### config.mk
export PLATFORM = sky130hd
export DESIGN_NAME = pc_fetch_ctrl
export DESIGN_NICKNAME = d
export VERILOG_FILES = /design/src/rtl/pc_fetch_ctrl.sv
export SDC_FILE = /design/constraint.sdc
export NUM_CORES = 1
export LEC_CHECK = 0
export ABC_AREA = 0
export CAP_MARGIN = 20
export CELL_PAD_IN_SITES_DETAIL_PLACEMENT = 2
export CELL_PAD_IN_SITES_GLOBAL_PLACEMENT = 2
export CORE_MARGIN = 5
export CORE_UTILIZATION = 23
export CTS_BUF_LIST = sky130_fd_sc_hd__clkbuf_4 sky130_fd_sc_hd__clkbuf_8
export DETAILED_ROUTE_END_ITERATION = 10
export PLACE_DENSITY_LB_ADDON = 0.1
export SETUP_SLACK_MARGIN = 0.4
export SYNTH_ARGS = -nofsm -noshare
export SYNTH_HDL_FRONTEND = slang
export SYNTH_SLANG_ARGS = --single-unit
### constraint.sdc
create_clock -name i_clk -period 4.8 [get_ports i_clk]
set_input_delay 1.2 -clock i_clk [delete_from_list [all_inputs] [get_ports i_clk]]
set_output_delay 1.2 -clock i_clk [all_outputs]
set_load 0.05 [all_outputs]
### src/rtl/pc_fetch_ctrl.sv
// Program-counter register and fetch sequencer for the IF stage (run / single-step / halted).
// Optional PC range check enabled by defining PC_BOUNDS_CHECK_EN.
module pc_fetch_ctrl #(
  parameter int              PC_W       = 32,
  parameter logic [PC_W-1:0] RESET_PC   = '0,
  parameter logic [31:0]     HALT_WORD  = 32'hFFFF_FFFF,
  parameter int              IMEM_DEPTH = 1024
) (
  input  logic            i_clk,
  input  logic            i_rst_n,
  input  logic            i_start,
  input  logic            i_step_mode,
  input  logic            i_step,
  input  logic            i_stall,
  input  logic            i_branch_taken,
  input  logic [PC_W-1:0] i_branch_target,
  input  logic            i_jump,
  input  logic [PC_W-1:0] i_jump_target,
  input  logic [PC_W-1:0] i_pc_plus1,
  input  logic [31:0]     i_instr,
  output logic [PC_W-1:0] o_pc,
  output logic            o_instr_valid,
  output logic            o_halted,
  output logic            o_fault,
  output logic [31:0]     o_cycle_cnt
);

  typedef enum logic [1:0] {
    S_IDLE,
    S_RUN,
    S_STEP,
    S_HALTED
  } state_t;

  state_t          state;
  logic [PC_W-1:0] pc;
  logic [31:0]     cycle_cnt;
  logic            halted;
  logic            fault;

  logic            advance;
  logic            redirect;
  logic            halt_now;
  logic            out_of_range;
  logic [PC_W-1:0] next_pc;

`ifdef PC_BOUNDS_CHECK_EN
  localparam logic [PC_W:0] DEPTH_LIMIT = (PC_W+1)'(IMEM_DEPTH);
`endif

  // NOTE: every signal driven here gets a value on every path, so no latch is inferred.
  always_comb begin
    advance  = (state == S_RUN) || ((state == S_STEP) && i_step);
    redirect = i_branch_taken || i_jump;

    if (i_branch_taken)  next_pc = i_branch_target;
    else if (i_jump)     next_pc = i_jump_target;
    else if (i_stall)    next_pc = pc;
    else                 next_pc = i_pc_plus1;

    // The halt word is only honoured once it is actually consumed (no stall, no redirect).
    halt_now = advance && !redirect && !i_stall && (i_instr == HALT_WORD);

`ifdef PC_BOUNDS_CHECK_EN
    out_of_range = advance && !halt_now && ({1'b0, next_pc} >= DEPTH_LIMIT);
`else
    out_of_range = 1'b0;
`endif

    o_instr_valid = advance && !redirect && !i_stall && !out_of_range;
  end

  // NOTE: reset is synchronous, so it sits inside the clocked block rather than in the sensitivity list.
  always_ff @(posedge i_clk) begin
    if (!i_rst_n) begin
      state     <= S_IDLE;
      pc        <= RESET_PC;
      cycle_cnt <= '0;
      halted    <= 1'b0;
      fault     <= 1'b0;
    end else begin
      case (state)
        S_IDLE: begin
          if (i_start) state <= i_step_mode ? S_STEP : S_RUN;
        end
        S_RUN, S_STEP: begin
          if (advance) begin
            if (cycle_cnt != 32'hFFFF_FFFF) cycle_cnt <= cycle_cnt + 32'd1;
            if (halt_now) begin
              state  <= S_HALTED;
              halted <= 1'b1;
            end else if (out_of_range) begin
              state  <= S_HALTED;
              halted <= 1'b1;
              fault  <= 1'b1;
            end else begin
              pc <= next_pc;
            end
          end
        end
        default: ;  // HALTED: frozen until reset
      endcase
    end
  end

  assign o_pc        = pc;
  assign o_halted    = halted;
  assign o_fault     = fault;
  assign o_cycle_cnt = cycle_cnt;

endmodule

==> results_dict.tcl <==
set metrics [dict create \
    hold_viol_final 0 \
    synth_flop_cell "dfxtp_1" \
    h-tree-depth 3 \
    synthXorXnorAreaFrac_pct 1.62 \
    worstMarginPinSlew_ns 0.857 \
    synthDistinctLibCells 42 \
    post_cts_buffers 0 \
    place_hpwl_um 12500 \
    initialDrtViolationCount 202 \
    crit_path_frequent_cell "clkdlybuf4s50_1" \
    cp_slowest_cell "clkdlybuf4s50_1" \
    design_area_mm2 0.00614 \
    synth_fa_ha_area_share_pct 1.33 \
    postRouteAntennaNets 0 \
    ys_seq_elements 67 \
    path_cells "clkdlybuf4s50_1 -> a21oi_1 -> nor4_1 -> clkdlybuf4s50_1" \
    area_growth_pct 62.7 \
    cts_tree "done" \
    async_reset_ff_share_pct 0 \
    place_area_mm2 0.00593 \
    chipWidth_um 138 \
    skew_ns 0.0104 \
    setup_tns_ns 0 \
    fmax_ghz 0.235 \
    num_antenna_cells 0 \
    grt_overflow 0 \
    start_util_pct 23.6 \
    cts_buffer_depth 2 \
    required_ns 3.60 \
    cp_data_arrival_time_ns 3.06 \
    detail_route.wl_per_cell_um 18.3 \
    p_leak_nw 2.09 \
    min_path_cells 2 \
    slowest_delay_ns 0.90 \
    synth_top_family_by_area "simple AND/OR/NAND/NOR gates" \
    ir_drop_mv 0.109 \
    worstPathMaxFanout 4 \
    reg2reg_slack_ns 2.09 \
    min_period_ns 4.26 \
    num_vias 4405 \
    status "complete, no violations" \
    nets 809 \
    setup_violations 0 \
    power_density_mw_per_mm2 270 \
    end_kind "output pin" \
    fillers 1846 \
    yosysTopAreaCellShare_pct 35.5 \
    cts_resized 0 \
    grt_pass1_vias 4916 \
    rsz0062_at_grt "false" \
    crit_type "in2out" \
    yosys.area_share.simple_pct 29.3 \
    numCtsBuffers 9 \
    drtPass1Iterations 4 \
    final_common_cell "clkdlybuf4s50_1" \
    grt_max_degree 83 \
    cts.sinks 67 \
    synth_edf_count 0 \
    synth.area.top_cells "dfxtp_1 (36%), o21ai_0 (10%), mux2i_1 (10%)" \
    cts.clk_slew.worst_paths_ns 0.07 \
    dp_slack_ns 0.536 \
    synthMuxAreaShare_pct 10.1 \
    total_power_w 0.00166 \
    io-pin-count 203 \
    hold_path.class "reg2reg" \
    fp.dieH_um 138 \
    synth_seq_area_share_pct 35.5 \
    rr_worst_depth 7 \
    max_cap_viol_count 0 \
    avgSynthCellArea_um2 7.71 \
    drc 0 \
    syn_nets 630 \
    layout-drive-gt1-share_pct 5.05 \
    synth-compound-area-share_pct 17.1 \
    finalWeightedCongestion 0.773 \
    syn_area_mm2 0.00378 \
    maxSlewViolCount 0 \
    slew_headroom_pct 42.9 \
    ys_warn_count 0 \
    grt_antenna_before_repair 0 \
    ctsHoldBuffers 0 \
    start_kind "input pin" \
    worst_slack_ns 0.537 \
    cts-root-buf "clkbuf_8" \
    syn_inst 490 \
    coreArea_mm2 0.0160 \
    clk_latency_ns 0.35 \
    num_rows 46 \
    die_area_mm2 0.0191 \
    grt_pass1_wl_um 26400 \
    port_buffers 201 \
    viasPerCell 4.96 \
    gr-usage-all-layers_pct 16.8 \
    fin_crit_sh_pct 88.8 \
    layout_common_cells "clkdlybuf4s50_1 (198), nand2_1 (80), o21ai_0 (77)" \
    synth_top_cell_by_area "dfxtp_1" \
    drt_wl_total_um 16300 \
]
logic make-up after synthesis:
| family | after synthesis |
|---|---|
| other cells | 1 |
| buf+inv | 47 |
| mux | 38 |
| flops | 67 |
| simple gates | 211 |
| fa+ha+maj | 4 |
| xor+xnor | 7 |
| compound gates | 115 |
final timing paths:
path | startpoint | endpoint
worst max register to register | state[0] | o_cycle_cnt[27]
worst min-delay path | o_pc[30] | o_pc[30]
worst min register to register | o_pc[30] | o_pc[30]
worst max-delay path | i_step | o_instr_valid
registers in the layout, summed over array words and instances (netlist names):
| name | count |
|---|---|
| o_pc | 32 |
| state | 2 |
| o_halted | 1 |
| o_cycle_cnt | 32 |
stage by stage:
stage / cells / hold slack [ns] / utilization [%]
final: 889 / 0.463 / 38.4
after global routing: 889 / 0.488 / 38.4
after floorplan: 490 / 0.546 / -
after global placement: 873 / 0.445 / 37.1
after CTS: 888 / 0.468 / 38.2
after detailed placement: 873 / 0.456 / 37.1
routing by layer:
metal	wire (µm)	up-vias	track usage [%]
li1	-	2147	-
met1	6580	2142	18.9
met2	8570	104	30.7
met3	956	12	5.38
met4	159	0	4.21
met5	0	-	0
critical path, delay by kind of cell:
kind                   cells  cell delay [ns]
buffers and inverters      2             1.36
AOI/OAI and AO/OA          1             0.14
and+or+nand+nor            1             0.35
final cells by class:
cell class	instances	area, µm²	share of cell area (%)
inverters	8	30.0	0.489
clock inverters	1	7.51	0.122
clock buffers	14	180	2.93
flip-flops and latches	67	1340	21.8
well taps	216	270	4.40
multi-input cells	376	2250	36.7
repair buffers	207	2060	33.6
cell usage after synthesis (2+ instances only):
master	instances
buf_2	4
and2_1	2
nor4b_1	2
nand4_1	48
o221a_2	2
nand2b_1	7
and3_1	3
nor4_1	8
ha_1	4
inv_1	8
o211ai_1	2
a31oi_1	2
o21ai_0	77
or3_1	12
xor2_1	2
a21oi_1	20
mux2i_1	38
o31ai_1	5
or4_1	6
xnor2_1	5
and4_1	6
clkbuf_1	33
nand2_1	80
nor2_1	16
dfxtp_1	67
nand3_1	15
where the power goes:
part	internal (W)	leakage [nW]	switching, W	total [W]
Sequential	0.000600	0.541	0.0000300	0.000630
Clock	0.000239	0.0956	0.000219	0.000458
Combinational	0.000235	1.46	0.000334	0.000569
Power figures use the tool's default switching activity.
==> patch (config.mk and constraints unchanged) <==
Add a define of `PC_BOUNDS_CHECK_EN`.
--- a/src/rtl/pc_fetch_ctrl.sv
+++ b/src/rtl/pc_fetch_ctrl.sv
@@ -2,2 +2,4 @@
 // Optional PC range check enabled by defining PC_BOUNDS_CHECK_EN.
+`define PC_BOUNDS_CHECK_EN
+
 module pc_fetch_ctrl #(
Check against the original RTL: not equivalent (Yosys sat finds a counterexample within 4 cycles, from zero or initial values and one cycle with i_rst_n low).
==> patch against the original RTL <==
  * Design area down 2.7%
  * Synthesized cell count down 15%
  * Clock skew is 0.0014 ns lower
  * Synthesized area decreased by 5.7%
  * Setup slack better by 0.048 ns
  * Global-route usage decreased by 0.50 points
  * Routed wire length decreased by 9.8%
  * Die area shrank 5.3%
  * Sequential cell count up 1
  * Sequential power shrank 5.7%
  * Non-clock buffer count did not move
  * Power shrank 12%
  * Cell count decreased by 9.3%
  * Largest power group unchanged
  * Highest routed layer is now met5
  * Combinational power fell by 43%
==> patch: results (changes against the original RTL) <==
status: "completed"
num-nets-final: 753  # -6.9%
wl_um: 14670  # -9.8%
clk_latency_ns: 0.35  # about the same
max_stage_delay_ns: 0.47  # -0.43 ns
clk_transition_reported_paths_ns: 0.08
gp_congestion: 0.7671  # -0.79%
syn-num-nets: 557  # -12%
antenna_cells: 0  # unchanged
grt_first_pass_wirelength_um: 23300  # -12%
p_leak_nw: 2.398  # +15%
drt-initial-drc-count: 94  # -53%
htreeDepth: 3  # unchanged
grt_util_met1_pct: 18.34  # -0.51 points
dr.pass1.iters: 3  # -1
antenna_found_initial: 2  # +2
cts_buffers: 9  # unchanged
cts_root_buffer: "clkbuf_8"
min_path_cells: 2  # unchanged
cts_buffer_depth: 2  # unchanged
critPathMaxFanout: 4  # unchanged
ys_top_cells_by_area: "dfxtp_1 38%, mux2i_1 6.2%, and2_1 4.7%"
netlist_top_cells_count: "68 x dfxtp_1, 45 x nand2_1, 27 x and2_1"
netSwitchingPower_uw: 419.2  # -28%
hold_class: "reg -> reg"
post_cts_buffers: 0  # unchanged
globalRouteTotalUtil_pct: 16.28  # -0.50 points
ys_types: 45  # +7.1%
cp.arrival_ns: 3.02  # -0.04 ns
avgSynthCellArea_um2: 8.536  # +11%
vdd_drop_max_mv: 0.09768  # -11%
final_layout_size_suffix_gt1_share_pct: 5.340  # +0.29 points
yosysWarnings: 0  # unchanged
place_hpwl_um: 12020  # -3.7%
cpMaxStageDelayCell: "nor4_1"
portBuffers: 202  # +0.50%
vias_per_cell: 4.841  # -2.3%
dp.cells: 790  # -9.5%
ys_async_sr_fraction_pct: 0  # unchanged
stdcell_count: 806  # -9.3%
use_met2_pct: 29.41  # -1.2 points
worstMarginPinSlew_ns: 0.7447  # -0.1119 ns
yosysSeqAreaShare_pct: 38.24  # +2.7 points
r2r_cells: 8  # +1
grt_max_degree: 52  # -37%
use_met3_pct: 5.889  # +0.51 points
grt_pass1_vias: 4263  # -13%
finalClockSkew_ns: 0.008949  # -0.001429 ns
patch: cell count changes after synthesis, moves of 19 or more:
| cell | unedited run | this run |
|---|---|---|
| o21ai_0 | 77 | 17 |
| nand4_1 | 48 | 16 |
| and3_1 | 3 | 26 |
| and2_1 | 2 | 27 |
| nand2_1 | 80 | 45 |
| clkbuf_1 | 33 | 14 |
patch: through the flow:
step                      utilization, %  area [um^2]  worst slack, ns
after global routing               39.33         5979           0.4289
after global placement             37.81         5748           0.3456
final                              39.33         5979           0.5850
after floorplan                        -         3560           0.4004
after detailed placement           37.81         5748           0.2931
after CTS                          39.30         5974           0.4175
patch: timing repair:
item / in CTS / in global routing
hold buffers: 0 / 0
resized for setup: 2 / 2
setup endpoints to repair: 1 / 1
patch: cells by family (layout without fill, tap and decap cells):
family	count (synthesis)	in the layout	share of synthesized area (%)
adders and majority gates	4	4	1.406
DFF	68	68	38.24
AOI/OAI and AO/OA	53	53	8.647
buffers and inverters	29	230	3.866
and+or+nand+nor	215	215	35.26
xor gates and xnor gates	26	26	6.397
muxes	22	22	6.186
patch: cell type report:
type                    instances  area (um^2)
flip-flops and latches         68         1361
clock inverters                 7        98.84
fillers                      1719         9223
well taps                     188        235.2
clock buffers                   9        123.9
multi-input cells             320         2064
inverters                       7        26.28
repair buffers                207         2069
patch: layer usage:
metal	vias to the layer above	routed length, um
met3	10	1022
met2	117	7525
li1	1896	-
met5	-	27
met1	1875	5994
met4	4	100
patch: power by group through the flow:
stage                     Clock, mW  Combinational (mW)  Sequential (mW)
after floorplan                   0               0.125            0.637
after global placement            0               0.319            0.606
after detailed placement          0               0.329            0.608
after CTS                     0.570               0.331            0.595
after global routing          0.592               0.354            0.596
final                         0.543               0.324            0.594
patch: path summary, 6_finish.rpt:
path         slack, ns               to               from
max               0.58    o_instr_valid  i_jump_target[18]
min               0.48          o_pc[8]            o_pc[8]
max reg2reg       2.33  o_cycle_cnt[22]           state[0]
min reg2reg       0.48          o_pc[8]            o_pc[8]
patch: worst max-delay path: cells and delay by family:
kind / cells / cell delay [ns]
buffers and inverters: 2 / 0.56
AOI/OAI and AO/OA: 3 / 0.55
and+or+nand+nor: 2 / 0.69
